**src/rtl/tilemap_if.sv**
```systemverilog
// tilemap_if: bundles the tilemap scheduler's control, tilemap-memory and
// tile-drawer signals.
//   master : the scheduler (drives map_addr, drw_*, busy, done, tiles_drawn)
//   slave  : frame controller / tilemap RAM / tile drawer side
// Signals:
//   start         frame controller -> scheduler, one-cycle redraw request
//   map_addr      tilemap RAM read address (MAP_AW bits)
//   map_data      tile id, valid one cycle after map_addr
//   drw_draw      one-cycle draw request to the tile drawer
//   drw_tile_addr tile ROM base address (12 bits)
//   drw_x, drw_y  tile pixel origin
//   drw_active    tile drawer busy flag
//   busy, done    pass status toward the frame controller
//   tiles_drawn   draw requests issued in the current/last pass
interface tilemap_if #(
  parameter int MAP_AW = 9
);
  logic              start;
  logic [MAP_AW-1:0] map_addr;
  logic [7:0]        map_data;
  logic              drw_draw;
  logic [11:0]       drw_tile_addr;
  logic [7:0]        drw_x;
  logic [7:0]        drw_y;
  logic              drw_active;
  logic              busy;
  logic              done;
  logic [15:0]       tiles_drawn;

  modport master (
    input  start, map_data, drw_active,
    output map_addr, drw_draw, drw_tile_addr, drw_x, drw_y,
           busy, done, tiles_drawn
  );

  modport slave (
    output start, map_data, drw_active,
    input  map_addr, drw_draw, drw_tile_addr, drw_x, drw_y,
           busy, done, tiles_drawn
  );
endinterface

```
**src/rtl/tilemap_scheduler.sv**
```systemverilog
// tilemap_scheduler: walks a MAP_W x MAP_H grid of 8x8 tiles in raster order,
// reads each tile id from the tilemap RAM, converts it to a tile ROM base
// address and pixel origin, issues one draw request and waits for the drawer
// to finish before moving on.
// Ports:
//   clk     system clock, rising edge
//   resetn  asynchronous active-low reset
//   bus     tilemap_if.master (start, map_addr/map_data, drw_*, busy, done,
//           tiles_drawn)
// Build option: define SKIP_BLANK_TILE_EN to treat tile id 8'h00 as
// transparent (no draw request, not counted).
//
// state     | meaning
// ----------+---------------------------------------------------------
// IDLE      | waiting for start
// FETCH     | map_addr presented to the tilemap RAM
// LATCH     | tile id valid; register ROM address and pixel origin
// ISSUE     | drw_draw high for one cycle, count the request
// WAIT_ACK  | wait up to ACK_WAIT cycles for drw_active to rise
// WAIT_DONE | wait for drw_active to fall
// ADVANCE   | step col/row/map_addr or finish
// DONE      | done pulse, busy drops next cycle
module tilemap_scheduler #(
  parameter int MAP_W      = 20,
  parameter int MAP_H      = 15,
  parameter int MAP_AW     = 9,
  parameter int TILE_BYTES = 192,
  parameter int ACK_WAIT   = 4
) (
  input  logic       clk,
  input  logic       resetn,
  tilemap_if.master  bus
);
  localparam int COL_W  = $clog2(MAP_W);
  localparam int ROW_W  = $clog2(MAP_H);
  localparam int ACK_CW = $clog2(ACK_WAIT + 1);

  typedef enum logic [2:0] {
    S_IDLE, S_FETCH, S_LATCH, S_ISSUE, S_WAIT_ACK, S_WAIT_DONE, S_ADVANCE, S_DONE
  } state_t;

  state_t            state, state_nx;
  logic [COL_W-1:0]  col;
  logic [ROW_W-1:0]  row;
  logic [ACK_CW-1:0] ack_cnt;
  logic              last_col, last_row;

  assign last_col = (col == COL_W'(MAP_W - 1));
  assign last_row = (row == ROW_W'(MAP_H - 1));

  always_ff @(posedge clk or negedge resetn) begin
    if (!resetn) state <= S_IDLE;
    else         state <= state_nx;
  end

  always_comb begin
    state_nx = state;
    unique case (state)
      S_IDLE:      if (bus.start) state_nx = S_FETCH;
      S_FETCH:     state_nx = S_LATCH;
`ifdef SKIP_BLANK_TILE_EN
      S_LATCH:     state_nx = (bus.map_data == 8'h00) ? S_ADVANCE : S_ISSUE;
`else
      S_LATCH:     state_nx = S_ISSUE;
`endif
      S_ISSUE:     state_nx = S_WAIT_ACK;
      // An already-high drw_active on entry counts as the acknowledge; a
      // request that never gets acknowledged is dropped after ACK_WAIT cycles.
      S_WAIT_ACK: begin
        if (bus.drw_active)                         state_nx = S_WAIT_DONE;
        else if (ack_cnt == ACK_CW'(ACK_WAIT - 1))  state_nx = S_ADVANCE;
      end
      S_WAIT_DONE: if (!bus.drw_active) state_nx = S_ADVANCE;
      S_ADVANCE:   state_nx = (last_col && last_row) ? S_DONE : S_FETCH;
      S_DONE:      state_nx = S_IDLE;
      default:     state_nx = S_IDLE;
    endcase
  end

  always_ff @(posedge clk or negedge resetn) begin
    if (!resetn) begin
      col               <= '0;
      row               <= '0;
      ack_cnt           <= '0;
      bus.map_addr      <= '0;
      bus.drw_draw      <= 1'b0;
      bus.drw_tile_addr <= '0;
      bus.drw_x         <= '0;
      bus.drw_y         <= '0;
      bus.busy          <= 1'b0;
      bus.done          <= 1'b0;
      bus.tiles_drawn   <= '0;
    end else begin
      bus.drw_draw <= (state_nx == S_ISSUE);
      bus.done     <= (state_nx == S_DONE);
      unique case (state)
        S_IDLE: begin
          if (bus.start) begin
            col             <= '0;
            row             <= '0;
            bus.map_addr    <= '0;
            bus.tiles_drawn <= '0;
            bus.busy        <= 1'b1;
          end
        end
        S_LATCH: begin
          // Product formed in 16 bits, then truncated to the 12-bit ROM space.
          bus.drw_tile_addr <= 12'(16'(bus.map_data) * 16'(TILE_BYTES));
          bus.drw_x         <= 8'({col, 3'b000});
          bus.drw_y         <= 8'({row, 3'b000});
        end
        S_ISSUE: begin
          ack_cnt <= '0;
          if (bus.tiles_drawn != 16'hFFFF) bus.tiles_drawn <= bus.tiles_drawn + 16'd1;
        end
        S_WAIT_ACK: begin
          if (!bus.drw_active) ack_cnt <= ack_cnt + ACK_CW'(1);
        end
        S_ADVANCE: begin
          // map_addr tracks row*MAP_W+col incrementally, no multiplier needed.
          if (!(last_col && last_row)) begin
            bus.map_addr <= bus.map_addr + MAP_AW'(1);
            if (last_col) begin
              col <= '0;
              row <= row + ROW_W'(1);
            end else begin
              col <= col + COL_W'(1);
            end
          end
        end
        S_DONE: bus.busy <= 1'b0;
        default: ;
      endcase
    end
  end
endmodule

```
**src/flat_wrapper.sv**
```systemverilog
// flat-port wrapper written by rule: the top's interface ports become plain ports
module tilemap_scheduler_flat 
#(
  parameter int MAP_W      = 20,
  parameter int MAP_H      = 15,
  parameter int MAP_AW     = 9,
  parameter int TILE_BYTES = 192,
  parameter int ACK_WAIT   = 4
)
  (clk, resetn, bus_start, bus_map_data, bus_drw_active, bus_map_addr, bus_drw_draw, bus_drw_tile_addr, bus_drw_x, bus_drw_y, bus_busy, bus_done, bus_tiles_drawn);
  tilemap_if #(.MAP_AW(MAP_AW)) bus_i ();
  input  logic clk;
  input  logic resetn;
  input wire logic [$bits(bus_i.start)-1:0] bus_start;
  input wire logic [$bits(bus_i.map_data)-1:0] bus_map_data;
  input wire logic [$bits(bus_i.drw_active)-1:0] bus_drw_active;
  output wire logic [$bits(bus_i.map_addr)-1:0] bus_map_addr;
  output wire logic [$bits(bus_i.drw_draw)-1:0] bus_drw_draw;
  output wire logic [$bits(bus_i.drw_tile_addr)-1:0] bus_drw_tile_addr;
  output wire logic [$bits(bus_i.drw_x)-1:0] bus_drw_x;
  output wire logic [$bits(bus_i.drw_y)-1:0] bus_drw_y;
  output wire logic [$bits(bus_i.busy)-1:0] bus_busy;
  output wire logic [$bits(bus_i.done)-1:0] bus_done;
  output wire logic [$bits(bus_i.tiles_drawn)-1:0] bus_tiles_drawn;
  assign bus_i.start = bus_start;
  assign bus_i.map_data = bus_map_data;
  assign bus_i.drw_active = bus_drw_active;
  assign bus_map_addr = bus_i.map_addr;
  assign bus_drw_draw = bus_i.drw_draw;
  assign bus_drw_tile_addr = bus_i.drw_tile_addr;
  assign bus_drw_x = bus_i.drw_x;
  assign bus_drw_y = bus_i.drw_y;
  assign bus_busy = bus_i.busy;
  assign bus_done = bus_i.done;
  assign bus_tiles_drawn = bus_i.tiles_drawn;
  tilemap_scheduler #(.MAP_W(MAP_W), .MAP_H(MAP_H), .MAP_AW(MAP_AW), .TILE_BYTES(TILE_BYTES), .ACK_WAIT(ACK_WAIT)) u_core (.clk(clk), .resetn(resetn), .bus(bus_i));
endmodule
```
**config.mk**
```make
export PLATFORM = sky130hd
export DESIGN_NAME = tilemap_scheduler_flat
export DESIGN_NICKNAME = d
export VERILOG_FILES = /design/src/rtl/tilemap_if.sv /design/src/rtl/tilemap_scheduler.sv /design/src/flat_wrapper.sv
export SDC_FILE = /design/constraint.sdc
export NUM_CORES = 1
export LEC_CHECK = 0
export BUFFER_PORTS_ARGS = -buffer_cell sky130_fd_sc_hd__buf_4
export CORE_MARGIN = 1
export CORE_UTILIZATION = 59
export DETAILED_ROUTE_END_ITERATION = 12
export PLACE_DENSITY_LB_ADDON = 0.15
export SKIP_CTS_REPAIR_TIMING = 1
export SLEW_MARGIN = 20
export SYNTH_ARGS = -nofsm -noshare
export SYNTH_HDL_FRONTEND = slang
export SYNTH_SLANG_ARGS = --single-unit
```
**constraint.sdc**
```tcl
create_clock -name clk -period 4.05 [get_ports clk]
set_input_delay 0.2025 -clock clk [delete_from_list [all_inputs] [get_ports clk]]
set_output_delay 0.2025 -clock clk [all_outputs]
set_load 0.01 [all_outputs]
```
==> qor.csv, run 1 <==
metric,value,unit
status,completed,
Slew Limit Fails,0,
Inserted Clock Buffers,9,
Clock Sinks,58,
CP cell instances,nand4_1 > nor4_1 > o21ai_1 > o21ai_0,
clk buf depth,2,
Syn Inst Count,342,
core area,5140,sq um
mux cell area share after synthesis,1.265,%
Synth Area in XOR/XNOR,1.937,%
RSZ-0062 raised after global routing,no,
Initial Utilization,61.59,%
Synth Area in Adders,4.980,%
Syn Std Cell Area,3166,sq um
Clock transition at path regs,70,ps
Critical Path Max Stage Delay,740,ps
drt first pass iters,4,
die height,75.25,microns
Simple-Gate Fraction of Synth Area,22.81,%
Slew HR,31.74,%
Net Sw Frac,37.02,%
num rows,26,
share of layout cells above drive strength 1,19.05,%
DRT met1 WL,3141,microns
Startpoint Class,flip-flop,
total power,0.001964,W
Die ar.,5663,sq um
total net switching power,0.0007269,W
gr usage total,26.07,%
Post-synth top flop,dfrtp_1,
Final HPWL DP,4557,microns
fmax,434.3,MHz
root buf cell,clkbuf_8,
Clk pwr share,25.2,%
Netlist cell types,56,
max-cap viol count,0,
initial antenna violation count,0,
routed len/inst,14.49,microns
uppermost layer routed,met4,
Final GP Congestion,0.8321,
sequential share of power,43.4,%
vias in the first global route,2363,
worst path buffer plus inverter count,0,
fin util,72.78,%
Layout Nets,418,
post-route cell area,3741,sq um
VDD IR max,328.0,uV
Tightest Pin Transition,1010,ps
Crit path arrival time,2550,ps
final period demand of the worst path,2303,ps
setup violators final,0,
Syn Area/Cell,9.256,sq um
via count,2743,
drt total wl,6794,microns
Critical Path Sink Type,flip-flop,
boundary pin count,68,
GRT overflow,0,
Internal,0.001237,W
number of H-tree levels,3,
routed wl met3,346,microns
critical-path maximum fanout,8,
Setup TNS,0,ps
Pwr per Cell Area,524.9,nW/um^2
drt first-iter violations,216,
part of the Yosys area used for sequential elements,45.85,%
"Hold Vio Cnt, Final",0,
Comb pwr share,31.4,%
Area Overhead vs Synth,18.18,%
Synth Area in Compound Gates,16.01,%
Final Skew,7.955,ps
met2 WL,3194,microns
crit-path leading delay family,simple AND/OR/NAND/NOR gates,
"FFs w/ async S/R, synth",100.0,%
ant diodes,0,
vias per inst,5.849,
post-route DRC violation count,0,
clk_lat worst skew,340,ps
critical path type,reg -> reg,
TritonCTS clock tree,yes,
worst hold path class,in -> reg,
die extent in x,75.25,microns
"FF+latch count, synth",58,
slowest CP cell,nor4_1,
largest net degree at the start of global routing,59,
Yosys Warn Count,0,
largest family of logic cells by synthesized area,simple AND/OR/NAND/NOR gates,
fill count,405,
Post-synth EDFFs,0,
R2R Setup Slk,1750,ps
Port Buffers,52,
Tcrit/Tclk final,56.85,%
Pleak,1.787,nW
Area after DPL,3548,sq um
"Req. time, crit path",4290,ps
ANT nets after route,0,
first-pass GRT wire length,10830,microns
==> layer usage <==
layer,vias to the layer above,track usage (%)
met4,0,12.35
met2,85,40.04
met3,8,7.095
li1,1311,-
met5,-,0
met1,1339,34.52
==> layout make-up <==
class | instances | area, sq um | share of cell area (%)
multi-input cells | 253 | 1536 | 41.07
clock inverters | 2 | 10.01 | 0.2676
well taps | 70 | 87.58 | 2.341
flip-flops and latches | 58 | 1451 | 38.80
clock buffers | 14 | 172.7 | 4.615
inverters | 16 | 60.06 | 1.605
repair buffers | 56 | 422.9 | 11.30
==> worst register-to-register path, delay by kind of cell (launching register included) <==
family	cells	cell delay, ps
AOI/OAI and AO/OA	2	690
DFF	1	460
and+or+nand+nor	2	1060
==> Yosys cell counts (2+ instances only) <==
library cell	n	area [sq um]
and4_1	2	17.52
dfrtp_1	58	1451
nand2_1	55	206.5
o21a_1	2	15.01
o31ai_1	8	60.06
and3_1	3	18.77
buf_4	13	97.59
o2111ai_1	4	35.03
or2_2	2	12.51
xor2_1	5	43.79
nand3b_1	2	15.01
nand4_1	9	56.30
or4_1	6	45.04
a31oi_1	7	43.79
or3_1	5	31.28
nand2b_1	2	12.51
nor2_1	18	67.56
a21oi_1	19	95.09
nor3_1	4	20.02
clkbuf_1	8	30.03
ha_1	11	137.6
nor4_1	2	12.51
o21ai_0	17	85.08
and3b_1	2	17.52
a211oi_1	2	15.01
o211ai_1	3	22.52
a21o_1	4	30.03
xnor2_1	2	17.52
nand3_1	18	90.09
mux2i_1	4	40.04
inv_1	16	60.06
a221oi_1	3	26.28
buf_2	3	15.01
==> placed cells by master (no fill, tap or decap), drive strengths merged, types with 2 or more instances in the layout <==
master	instances
dfrtp	58
nand2	55
buf	55
a21oi	19
nand3	18
nor2	18
o21ai	18
inv	16
clkbuf	14
conb	13
ha	11
nand4	9
o31ai	9
a31oi	7
or4	7
or3	5
xor2	5
a21o	4
nor3	4
mux2i	4
o2111ai	4
and3	3
o211ai	3
a221oi	3
nand3b	3
o21a	2
nor4	2
and4	2
and3b	2
nand2b	2
or2	2
a211oi	2
xnor2	2
clkinv	2
==> sequential cells by signal, indices dropped and copies added, names as in the netlist <==
| signal | flops |
|---|---|
| u_core.col | 5 |
| u_core.bus.drw_y | 4 |
| u_core.bus.done | 1 |
| u_core.ack_cnt | 3 |
| u_core.bus.busy | 1 |
| u_core.bus.tiles_drawn | 16 |
| u_core.row | 4 |
| u_core.bus.drw_tile_addr | 6 |
| u_core.state | 3 |
| u_core.bus.map_addr | 9 |
| u_core.bus.drw_x | 5 |
| u_core.bus.drw_draw | 1 |
==> final timing paths <==
| check | start | end | depth (start not counted) |
|---|---|---|---|
| setup / recovery | u_core.bus.tiles_drawn[11] | u_core.bus.tiles_drawn[0] | 4 |
| hold / removal | bus_map_data[0] | u_core.bus.drw_tile_addr[6] | 3 |
| setup reg to reg | u_core.bus.tiles_drawn[11] | u_core.bus.tiles_drawn[0] | 4 |
| hold reg to reg | u_core.bus.drw_x[6] | u_core.bus.drw_x[6] | 2 |
| max in group asynchronous | resetn | u_core.bus.tiles_drawn[8] | 2 |
| min in group asynchronous | resetn | u_core.bus.tiles_drawn[5] | 2 |
==> stage by stage <==
| stage | cells | worst slack, ps | hold WS [ps] |
|---|---|---|---|
| detailed placement | 452 | 1776 | 311.6 |
| floorplan | 354 | 2193 | -93.09 |
| global route | 469 | 1535 | 82.67 |
| CTS | 468 | 1760 | -53.20 |
| finish | 469 | 1747 | 78.65 |
| global placement | 452 | 1838 | 316.2 |
==> logic make-up (layout without fill, tap and decap cells) <==
| family | after synthesis | after routing |
|---|---|---|
| XOR/XNOR | 7 | 7 |
| flip-flops | 58 | 58 |
| buffers and inverters | 43 | 88 |
| other | 1 | 13 |
| AO/OA/AOI/OAI | 78 | 78 |
| AND/OR/NAND/NOR | 139 | 139 |
| multiplexers | 4 | 4 |
| adder cells (fa/ha/maj) | 12 | 12 |
==> power by group through the flow <==
stage	Combinational, W	Sequential [W]	Clock (W)
finish	0.000616	0.000853	0.000495
global route	0.000692	0.000879	0.000530
CTS	0.000620	0.000851	0.000501
detailed placement	0.000617	0.000862	0
global placement	0.000595	0.000858	0
floorplan	0.000405	0.000840	0
Power figures use the tool's default switching activity.
==> inputs of run 2 (changes only) <==
CORE_UTILIZATION = 55   (was 59)
clock period = 2.2 ns   (was 4.05 ns; I/O delays follow)
==> run 2 against run 1 <==
  * Routed wire length is 2.1% higher
  * Die area is 7.1% higher
  * Worst setup slack lost 1500 ps
  * Non-clock buffer count increased by 11
  * Critical path type unchanged
  * Largest cell class unchanged
==> qor.csv, run 2 (synthesized netlist as in run 1, its figures left out) <==
metric,value,unit,change
Tightest Pin Transition,721.9,ps,was 1010 ps
Final HPWL DP,4788,microns,was 4557 microns
fin util,69.31,%,was 72.78%
post-route DRC violation count,0,,unchanged
"Req. time, crit path",2430,ps,was 4290 ps
Initial Utilization,57.14,%,was 61.59%
fmax,513.9,MHz,was 434.3 MHz
Port Buffers,52,,unchanged
total power,0.003732,W,was 0.001964 W
vias in the first global route,2475,,was 2363
root buf cell,clkbuf_8,,unchanged
ANT nets after route,0,,unchanged
"most common cell after layout, fill and taps aside",buf_4,,was dfrtp_1
first-pass GRT wire length,11670,microns,was 10830 microns
Slew HR,51.87,%,was 31.74%
share of layout cells above drive strength 1,21.46,%,was 19.05%
depth of the most critical reg-to-reg path,4,,unchanged
ant diodes,0,,unchanged
Area Overhead vs Synth,21.30,%,was 18.18%
worst hold path class,in -> reg,,unchanged
clk_lat worst skew,340,ps,about the same
biggest regs,"u_core.bus.tiles_drawn (16), u_core.bus.map_addr (9), u_core.bus.drw_tile_addr (6)",,unchanged
setup violators final,0,,unchanged
Pleak,1.831,nW,was 1.787 nW
Tcrit/Tclk final,88.45,%,was 56.85%
sequential share of power,41.1,%,was 43.4%
Clock Sinks,58,,unchanged
Final GP Congestion,0.7999,,was 0.8321
Crit path arrival time,2170,ps,was 2550 ps
Worst Hold Path Cells,3,,unchanged
"Hold Vio Cnt, Final",0,,unchanged
status,completed,,unchanged
post-route cell area,3840,sq um,was 3741 sq um
largest net degree at the start of global routing,59,,unchanged
critical path type,reg -> reg,,unchanged
Top reg by flops,u_core.bus.tiles_drawn,,unchanged
Pwr per Cell Area,971.8,nW/um^2,was 524.9 nW/um^2
drt total wl,6936,microns,was 6794 microns
Clk pwr share,25.7,%,was 25.2%
routed len/inst,14.39,microns,was 14.49 microns
drt first pass iters,5,,was 4
Layout Nets,429,,was 418
Startpoint Class,flip-flop,,unchanged
"commonest cells after routing, fill and taps aside","buf_4 (65), dfrtp_1 (58), nand2_1 (55)",,"was dfrtp_1 (58), nand2_1 (55), buf_4 (55)"
total net switching power,0.001380,W,was 0.0007269 W
RSZ-0062 raised after global routing,no,,unchanged
VDD IR max,617.5,uV,was 328.0 uV
Area after DPL,3626,sq um,was 3548 sq um
final period demand of the worst path,1946,ps,was 2303 ps
die extent in x,77.87,microns,was 75.25 microns
Final Skew,3.929,ps,was 7.955 ps
Comb pwr share,33.2,%,was 31.4%
clk buf depth,2,,unchanged
dpl cells,464,,was 452
Critical Path Sink Type,flip-flop,,unchanged
Clock transition at path regs,70,ps,about the same
via count,2809,,was 2743
gr usage total,24.85,%,was 26.07%
max-cap viol count,0,,unchanged
Die ar.,6063,sq um,was 5663 sq um
critical-path maximum fanout,11,,was 8
vias per inst,5.828,,was 5.849
initial antenna violation count,0,,unchanged
TritonCTS clock tree,yes,,unchanged
die height,77.87,microns,was 75.25 microns
GRT overflow,0,,unchanged
Slew Limit Fails,0,,unchanged
drt first-iter violations,201,,was 216
num rows,27,,was 26
Internal,0.002352,W,was 0.001237 W
boundary pin count,68,,unchanged
number of H-tree levels,3,,unchanged
final cell count without fillers,482,,was 469
Inserted Clock Buffers,9,,unchanged
Setup TNS,0,ps,unchanged
Largest register FFs,16,,unchanged
Net Sw Frac,36.98,%,was 37.02%
core area,5540,sq um,was 5140 sq um
## run 2: critical path, cell delays in order, from the launching register on
cell and delay, ps:
dfrtp_1 490, nand3b_4 270, or4_4 580, or3_1 380, mux2i_1 120
## run 2: power by group through the flow
stage / registers, W / logic, W / clock network, W
finish: 0.00153 / 0.00124 / 0.000960
global route: 0.00158 / 0.00140 / 0.00103
CTS: 0.00153 / 0.00125 / 0.000983
detailed placement: 0.00155 / 0.00124 / 0
global placement: 0.00154 / 0.00121 / 0
floorplan: 0.00155 / 0.000746 / 0
## run 2: cell type report
type	instances	area, sq um
well taps	72	90.09
clock buffers	9	123.9
clock inverters	7	70.07
repair buffers	67	508.0
inverters	16	60.06
multi-input cells	253	1536
fillers	456	1700
flip-flops and latches	58	1451
## run 2: metrics by stage
stage | setup slack, ps | hold WS (ps)
finish | 254.1 | 90.26
global route | 112.9 | 98.54
CTS | 243.3 | -141.6
detailed placement | 265.2 | 230.0
global placement | 294.2 | 222.4
floorplan | 343.1 | -185.6
## run 2: path summary, 6_finish.rpt
kind                                             start                     endpoint  slack, ps
max in group asynchronous                       resetn       u_core.bus.map_addr[2]       1350
setup reg to reg                       u_core.state[2]   u_core.bus.tiles_drawn[13]        250
setup / recovery                       u_core.state[2]   u_core.bus.tiles_drawn[13]        250
hold reg to reg            u_core.bus.drw_tile_addr[7]  u_core.bus.drw_tile_addr[7]        470
min in group asynchronous                       resetn   u_core.bus.tiles_drawn[10]        380
hold / removal                          bus_drw_active              u_core.state[0]         90
## run 2: per-layer routing
metal	part of all wire, %	GRT usage (%)	vias to the layer above
met5	0	0	-
met4	1.4	12.08	0
met3	5.6	4.000	9
met2	48	37.96	92
met1	45	34.35	1373
li1	-	-	1335
==> inputs of run 3 (changes only) <==
clock period = 1.8 ns   (was 2.2 ns; I/O delays follow)
==> run 3 against run 2 <==
  * Critical path depth up 1
  * Design area up 7.5%
  * Largest power group is now combinational logic
  * Critical path type unchanged
  * Non-clock buffer count up 26
  * Flip-flop and latch count unchanged
  * Final cell count up 5.4%
  * Combinational power up 51%
  * Total power up 34%
  * Sequential power up 18%
  * Die area unchanged
==> qor.csv, run 3 (synthesized netlist as in run 1, its figures left out) <==
metric,value,unit,change
Layout Nets,455,,was 429
Slew Limit Fails,0,,unchanged
Startpoint Class,flip-flop,,unchanged
drt first pass iters,4,,was 5
Pleak,1.981,nW,was 1.831 nW
root buf cell,clkbuf_8,,unchanged
fin util,74.48,%,was 69.31%
gr usage total,25.41,%,was 24.85%
vias in the first global route,2555,,was 2475
Initial Utilization,57.14,%,unchanged
"Hold Vio Cnt, Final",0,,unchanged
via count,2881,,was 2809
Tightest Pin Transition,749.0,ps,was 721.9 ps
dpl cells,490,,was 464
initial antenna violation count,0,,unchanged
die extent in x,77.87,microns,unchanged
critical path type,reg -> reg,,unchanged
vias per inst,5.671,,was 5.828
DRT met1 WL,3440,microns,was 3149 microns
biggest regs,"u_core.bus.tiles_drawn (16), u_core.bus.map_addr (9), u_core.bus.drw_tile_addr (6)",,unchanged
Critical Path Sink Type,flip-flop,,unchanged
Area after DPL,3830,sq um,was 3626 sq um
Crit path arrival time,1980,ps,was 2170 ps
"most common cell after layout, fill and taps aside",buf_4,,unchanged
Largest register FFs,16,,unchanged
setup violators final,0,,unchanged
Tcrit/Tclk final,97.71,%,was 88.45%
met2 WL,3396,microns,was 3303 microns
status,completed,,unchanged
Slew HR,50.07,%,was 51.87%
drt first-iter violations,212,,was 201
final cell count without fillers,508,,was 482
uppermost layer routed,met4,,unchanged
number of H-tree levels,3,,unchanged
fmax,568.5,MHz,was 513.9 MHz
boundary pin count,68,,unchanged
share of layout cells above drive strength 1,28.21,%,was 21.46%
worst hold path class,in -> reg,,unchanged
final period demand of the worst path,1759,ps,was 1946 ps
TritonCTS clock tree,yes,,unchanged
routed wl met3,321,microns,was 386 microns
Port Buffers,52,,unchanged
post-route cell area,4126,sq um,was 3840 sq um
core area,5540,sq um,unchanged
ANT nets after route,0,,unchanged
drt total wl,7257,microns,was 6936 microns
Top reg by flops,u_core.bus.tiles_drawn,,unchanged
RSZ-0062 raised after global routing,yes,,was no
ant diodes,0,,unchanged
GRT overflow,0,,unchanged
Final HPWL DP,5077,microns,was 4788 microns
post-route DRC violation count,0,,unchanged
critical-path maximum fanout,5,,was 11
num rows,27,,unchanged
routed len/inst,14.29,microns,was 14.39 microns
VDD IR max,866.7,uV,was 617.5 uV
clk buf depth,2,,unchanged
Area Overhead vs Synth,30.36,%,was 21.30%
Final Skew,7.041,ps,was 3.929 ps
first-pass GRT wire length,11880,microns,was 11670 microns
max-cap viol count,0,,unchanged
fill count,434,,was 456
Pwr per Cell Area,1215,nW/um^2,was 971.8 nW/um^2
largest net degree at the start of global routing,59,,unchanged
"commonest cells after routing, fill and taps aside","buf_4 (89), dfrtp_1 (57), nand2_1 (55)",,"was buf_4 (65), dfrtp_1 (58), nand2_1 (55)"
Inserted Clock Buffers,9,,unchanged
Die ar.,6063,sq um,unchanged
Clock transition at path regs,70,ps,about the same
Clock Sinks,58,,unchanged
Final GP Congestion,0.8287,,was 0.7999
die height,77.87,microns,unchanged
clk_lat worst skew,340,ps,about the same
"Req. time, crit path",2020,ps,was 2430 ps
## run 3: cell count changes in the layout (fill, tap and decap cells not counted), sizes merged
cell,delta
bufinv,+1
buf,+26
clkinvlp,-2
clkinv,+1
## run 3: cell type report
cell class,instances,area [sq um],share of cell area [%]
multi-input cells,253,1595,38.66
clock buffers,9,123.9,3.002
repair buffers,93,710.7,17.22
inverters,16,60.06,1.455
well taps,72,90.09,2.183
flip-flops and latches,58,1453,35.20
clock inverters,7,93.84,2.274
## run 3: power breakdown
part	switching, W	internal, W	leakage (nW)	total (W)
clock network	0.000556	0.000776	0.105	0.00133
registers	0.000221	0.00158	0.776	0.00181
logic	0.00102	0.000858	1.10	0.00187
total	0.00179	0.00322	1.98	0.00501
## run 3: metrics by stage
stage	hold WS, ps	power (W)	setup WS (ps)	TNS (ps)
final	65.31	0.005012	41.13	0
after global routing	85.03	0.005310	-18.22	-49.99
after CTS	-160.1	0.004957	-11.18	-27.87
after detailed placement	207.2	0.003621	1.904	0
after global placement	201.1	0.003551	61.01	0
after floorplan	-205.6	0.002809	-18.11	-18.11
## run 3: worst paths after layout
check / start / endpoint / slack, ps / cells after the start
worst max-delay path: u_core.state[0] / u_core.bus.tiles_drawn[13] / 40 / 5
worst min-delay path: bus_drw_active / u_core.state[0] / 70 / 3
worst max register to register: u_core.state[0] / u_core.bus.tiles_drawn[13] / 40 / 5
worst min register to register: u_core.bus.drw_x[5] / u_core.bus.drw_x[5] / 480 / 2
max in group asynchronous: resetn / u_core.bus.tiles_drawn[1] / 920 / 2
min in group asynchronous: resetn / u_core.bus.tiles_drawn[10] / 350 / 2
## run 3: routing by layer
| metal | up-vias | global-route usage, % |
|---|---|---|
| li1 | 1389 | - |
| met1 | 1400 | 35.42 |
| met2 | 82 | 38.94 |
| met3 | 10 | 4.588 |
| met4 | 0 | 10.75 |
| met5 | - | 0 |
## run 3: worst max-delay path, stage by stage, from the launching register on
cell and delay [ps]:
dfrtp_1 420, buf_6 130, nand3b_4 70, or4_4 550, or3_1 340, mux2i_1 130
